## config.mk

```make
export PLATFORM = sky130hd
export DESIGN_NAME = dpram_wr_arbiter
export DESIGN_NICKNAME = d
export VERILOG_FILES = /design/src/rtl/dpram_wr_arbiter.sv
export SDC_FILE = /design/constraint.sdc
export NUM_CORES = 1
export LEC_CHECK = 0
export BUFFER_PORTS_ARGS = -buffer_cell sky130_fd_sc_hd__buf_2
export CAP_MARGIN = 10
export CORE_ASPECT_RATIO = 1.4
export CORE_UTILIZATION = 37
export DETAILED_ROUTE_END_ITERATION = 12
export HOLD_SLACK_MARGIN = 0.05
export PLACE_DENSITY = 0.76
export RECOVER_POWER = 50
export SLEW_MARGIN = 40
export SYNTH_ARGS = -nofsm -noshare
export SYNTH_HDL_FRONTEND = slang
export SYNTH_SLANG_ARGS = --single-unit
```

## constraint.sdc

```tcl
create_clock -name wclk -period 1.7 [get_ports wclk]
set_input_delay 0.34 -clock wclk [delete_from_list [all_inputs] [get_ports wclk]]
set_output_delay 0.34 -clock wclk [all_outputs]
set_load 0.02 [all_outputs]
```

## src/rtl/dpram_wr_arbiter.sv

```systemverilog
`default_nettype none
// ============================================================================
// Module   : dpram_wr_arbiter
// Purpose  : Round-robin arbiter merging NREQ valid/ready producer streams
//            into the single write port of the async FIFO's dual-port RAM.
//            A grant is held for up to BURST beats to keep packets contiguous
//            and a beat is only accepted when the RAM write actually lands.
// Revision : 1.0 - initial release
// ============================================================================
module dpram_wr_arbiter #(
  parameter int NREQ  = 4,
  parameter int DSIZE = 8,
  parameter int BURST = 4,
  localparam int IW   = $clog2(NREQ)
) (
  input  logic                  wclk,
  input  logic                  wrst_n,
  input  logic [NREQ-1:0]       req_valid,
  input  logic [NREQ*DSIZE-1:0] req_data,
  input  logic [NREQ-1:0]       req_last,
  output logic [NREQ-1:0]       req_ready,
  input  logic                  o_wfull,
  output logic                  wr_en,
  output logic [DSIZE-1:0]      wr_data,
  output logic [IW-1:0]         grant_id,
  output logic                  busy
);

  localparam int CW = $clog2(BURST) + 1;
  localparam logic [CW-1:0] C_LAST_BEAT = CW'(BURST - 1);
  localparam logic [IW-1:0] C_PTR_INIT  = IW'(NREQ - 1);

  typedef enum logic [0:0] {
    S_IDLE  = 1'b0,
    S_GRANT = 1'b1
  } state_t;

  state_t          r_state;
  state_t          w_state_nxt;
  logic [IW-1:0]   r_rr_ptr;
  logic [IW-1:0]   w_rr_ptr_nxt;
  logic [IW-1:0]   r_grant_id;
  logic [IW-1:0]   w_grant_id_nxt;
  logic [CW-1:0]   r_beat_cnt;
  logic [CW-1:0]   w_beat_cnt_nxt;
  logic            w_any;
  logic [IW-1:0]   w_winner;
  logic            w_beat;

  // Cyclic search for the first valid requester after the last owner.
  always_comb begin
    int idx;
    idx      = 0;
    w_any    = 1'b0;
    w_winner = '0;
    for (int k = 1; k <= NREQ; k++) begin
      idx = int'(r_rr_ptr) + k;
      if (idx >= NREQ) idx = idx - NREQ;
      if (!w_any && req_valid[idx]) begin
        w_any    = 1'b1;
        w_winner = IW'(idx);
      end
    end
  end

  // Next-state logic plus the combinational write-port and ready outputs.
  always_comb begin
    int base;
    base           = int'(r_grant_id) * DSIZE;
    w_state_nxt    = r_state;
    w_rr_ptr_nxt   = r_rr_ptr;
    w_grant_id_nxt = r_grant_id;
    w_beat_cnt_nxt = r_beat_cnt;
    req_ready      = '0;
    w_beat         = 1'b0;
    wr_en          = 1'b0;
    wr_data        = '0;
    case (r_state)
      S_IDLE: begin
        // No beats here: this is the one-cycle arbitration bubble.
        if (w_any) begin
          w_state_nxt    = S_GRANT;
          w_grant_id_nxt = w_winner;
          w_rr_ptr_nxt   = w_winner;
          w_beat_cnt_nxt = '0;
        end
      end
      S_GRANT: begin
        req_ready[r_grant_id] = !o_wfull;
        w_beat = req_valid[r_grant_id] && !o_wfull;
        if (w_beat) begin
          wr_en   = 1'b1;
          wr_data = req_data[base +: DSIZE];
          if (req_last[r_grant_id] || (r_beat_cnt == C_LAST_BEAT)) begin
            w_state_nxt    = S_IDLE;
            w_beat_cnt_nxt = '0;
          end else begin
            w_beat_cnt_nxt = r_beat_cnt + CW'(1);
          end
        end else if (!req_valid[r_grant_id]) begin
          // Owner went idle: release so others are not starved.
          w_state_nxt    = S_IDLE;
          w_beat_cnt_nxt = '0;
        end
        // Otherwise the FIFO is full: hold the grant and the beat count.
      end
      default: w_state_nxt = S_IDLE;
    endcase
  end

  // State and arbitration registers; pointer starts at NREQ-1 so 0 wins first.
  always_ff @(posedge wclk or negedge wrst_n) begin
    if (!wrst_n) begin
      r_state    <= S_IDLE;
      r_rr_ptr   <= C_PTR_INIT;
      r_grant_id <= '0;
      r_beat_cnt <= '0;
    end else begin
      r_state    <= w_state_nxt;
      r_rr_ptr   <= w_rr_ptr_nxt;
      r_grant_id <= w_grant_id_nxt;
      r_beat_cnt <= w_beat_cnt_nxt;
    end
  end

  assign grant_id = r_grant_id;
  assign busy     = (r_state == S_GRANT);

endmodule
`default_nettype wire

```

==> results.md <==
* Sequential share of the synthesized area at 24.1%
* RSZ-0062 raised after global routing: true
* Relative slew slack at 69.8%
* Starting Density at 39.1%
* Insertion delay to the later sink of the worst-skew pair at 0.26 ns
* Pre-Repair DR Iteration Count at 4
* Count of boundary I/O pins at 59
* Die outline width at 42.3 um
* Number of DRC violations after detailed routing at 0
* Signal arrival time at the worst endpoint at 1.71 ns
* Gr usage total at 29.8%
* Yosys warnings at 0
* Worst Tran Pin Value at 0.454 ns
* Post-layout net count at 208
* Final core area utilization at 70.5%
* Status: finished with violations
* Average cell area after synthesis at 10.3 um2
* Count of vias placed by the detailed router at 1136
* Delay of the slowest critical-path stage at 0.51 ns
* Crit-path slowest cell: mux4_2
* Kind of capture point of the worst setup path: output pin
* FILL cells at 141
* Total cell area at the placement stage at 1250 um2
* Number of clock buffers inserted by TritonCTS at 3
* Post-route clock skew at 0.00936 ns
* Count of buffers inserted at the top-level ports at 58
* Max-cap viol count at 0
* Synthesis-to-layout area growth at 80.1%
* WS Path Type: reg2out
* #FFs+latches synth at 8
* Standard cell core area at 2150 um2
* Gp weighted congestion at 0.794
* Number of antenna violations at the first check in global routing at 0
* Period utilisation layout at 121%
* Final Critical Period at 2.05 ns
* Largest vdd supply drop at 0.674 mV
* Total Negative Setup Slacks at -3.57 ns
* Num rows at 20
* Count of final hold-check violations at 0
* Number of inserted diodes at 0
* CTS Root Cell: clkbuf_4
* Post-Place Setup Slack at -0.144 ns
* Total gr overflow at 0
* Number of distinct standard cells referenced by the synthesized netlist at 34
* Final count of pins violating max slew at 0
* Number of vias per cell after detailed routing at 6.17
* Antenna viol nets, final at 0
* Wire length of the first global-routing pass at 5510 um
* Total number of H-tree levels at 1
* Vias in the first global route at 1125
* Maximum number of pins on one net before global-route repair at 14
* Synthesized area at 842 um2
* Largest driver fanout on the critical path at 7
* Post-synth EDFFs at 0
* CTS tree: yes
* Setup violators final at 15
* Finished layout cell area at 1520 um2
* Synthesized instance count at 82
* Number of clock sinks seen by CTS at 8
* Post-DP HPWL at 1930 um
* Routed WL per cell at 21.4 um
* Layout cell share with drive strength beyond 1 at 72.8%
* Die Footprint at 2470 um2
* Min Hold Slack at 0.496 ns
* Iter 0 DRT Violations at 34
* Top FF cell, synth: dfrtp_1
* Clock-pin slew on the worst setup and hold paths at 0.06 ns
* CP most frequent cell: buf_6
* Asr flop ratio synth at 100%
* Worst min-delay path category: reg2reg
* Startpoint types: flop
* Mapped Nets at 127
* Final wirelength at 3930 um
* Die height at 58.4 um
* Worst path required time at 1.36 ns
* Leakage power total at 0.728 nW
* Pwr/cell area at 1480 nW/um2
* Clock Tree Buf Depth at 2
* Least setup slack across all paths after layout at -0.350 ns
* Max Fclk at 0.488 GHz
* Violations in the final reports: setup timing
* CP cell instances: buf_6 > mux4_2 > and3_4 > buf_6
timing repair:
action,CTS,global route
hold buffers,1,0
pin swaps,11,5
buffers inserted,7,2
hold endpoints to repair,6,0
gates cloned,1,0
setup endpoints to repair,15,17
resized for setup,40,8
worst paths after layout:
check                               from             to  slack (ns)  depth (start not counted)
hold reg to reg            r_beat_cnt[2]  r_beat_cnt[2]        0.50                          2
setup reg to reg             grant_id[0]  r_beat_cnt[0]       -0.17                          6
min in group asynchronous         wrst_n  r_beat_cnt[1]        0.56                          2
hold / removal             r_beat_cnt[2]  r_beat_cnt[2]        0.50                          2
max in group asynchronous         wrst_n    r_rr_ptr[0]        0.79                          2
setup / recovery             grant_id[0]     wr_data[6]       -0.35                          4
state kept, by name, summed over array words and instances (netlist names):
| register | cells |
|---|---|
| busy | 1 |
| r_rr_ptr | 2 |
| r_beat_cnt | 3 |
| grant_id | 2 |
power breakdown:
group | switching, W | total (W) | internal, W
registers | 0.000119 | 0.000400 | 0.000281
clock network | 0.0000676 | 0.000158 | 0.0000900
logic | 0.000736 | 0.00169 | 0.000949
total | 0.000923 | 0.00224 | 0.00132
kinds of logic after synthesis:
| logic type | synth area share [%] |
|---|---|
| AOI/OAI and AO/OA | 14.0 |
| adders and majority gates | 2.97 |
| buffers and inverters | 5.94 |
| DFF | 24.1 |
| muxes | 28.1 |
| and+or+nand+nor | 25.0 |
per-stage QoR:
step,total power (W),std cells
CTS,0.00210,183
floorplan,0.00120,82
finish,0.00224,184
detailed placement,0.00157,171
global route,0.00235,184
global placement,0.00154,171
per-layer routing:
| metal | wire length [um] | vias to the layer above | track usage [%] |
|---|---|---|---|
| met1 | 1320 | 537 | 32.0 |
| met4 | 210 | 0 | 17.9 |
| met5 | 0 | - | 0 |
| met3 | 387 | 22 | 7.98 |
| li1 | - | 476 | - |
| met2 | 2020 | 101 | 51.9 |
synth_stat cells (all sizes together), types with 2 or more instances:
cell | n | area [um2]
ha | 2 | 25.0
dfstp | 2 | 52.6
nor2 | 2 | 7.51
a21oi | 2 | 10.0
o21a | 2 | 15.0
mux4 | 10 | 236
dfrtp | 6 | 150
or2 | 2 | 12.5
buf | 3 | 27.5
nand2 | 9 | 33.8
inv | 4 | 15.0
and3 | 9 | 56.3
clkbuf | 2 | 7.51
or3 | 2 | 17.5
o21ai | 6 | 37.5
nor2b | 4 | 25.0
nor4 | 2 | 12.5
nand2b | 2 | 12.5
critical path, delay by kind of cell (launching register included):
kind,cells,cell delay (ns)
multiplexers,1,0.51
flip-flops,1,0.49
buffers and inverters,2,0.28
AND/OR/NAND/NOR,1,0.17
layout by cell type (no fill, tap or decap), types with 3 or more instances in the layout:
cell type,synthesis,final
buf_2,1,46
buf_6,2,18
buf_4,0,12
mux4_2,7,11
and3_4,0,8
nand2_1,9,6
dfrtp_1,6,5
inv_1,4,3
nand2_2,0,3
nor2b_1,4,3
o21ai_0,3,3
o21ai_2,2,3
clkbuf_4,0,3
area by class of cell:
cell class / instances / area (um2) / share of cell area [%]
Multi-Input combinational cell: 66 / 667 / 44.0
Tap cell: 22 / 27.5 / 1.82
Timing Repair Buffer: 80 / 577 / 38.0
Sequential cell: 8 / 204 / 13.4
Inverter: 4 / 15.0 / 0.990
Clock buffer: 4 / 26.3 / 1.73
No activity file was read; power rests on OpenSTA's default activity.
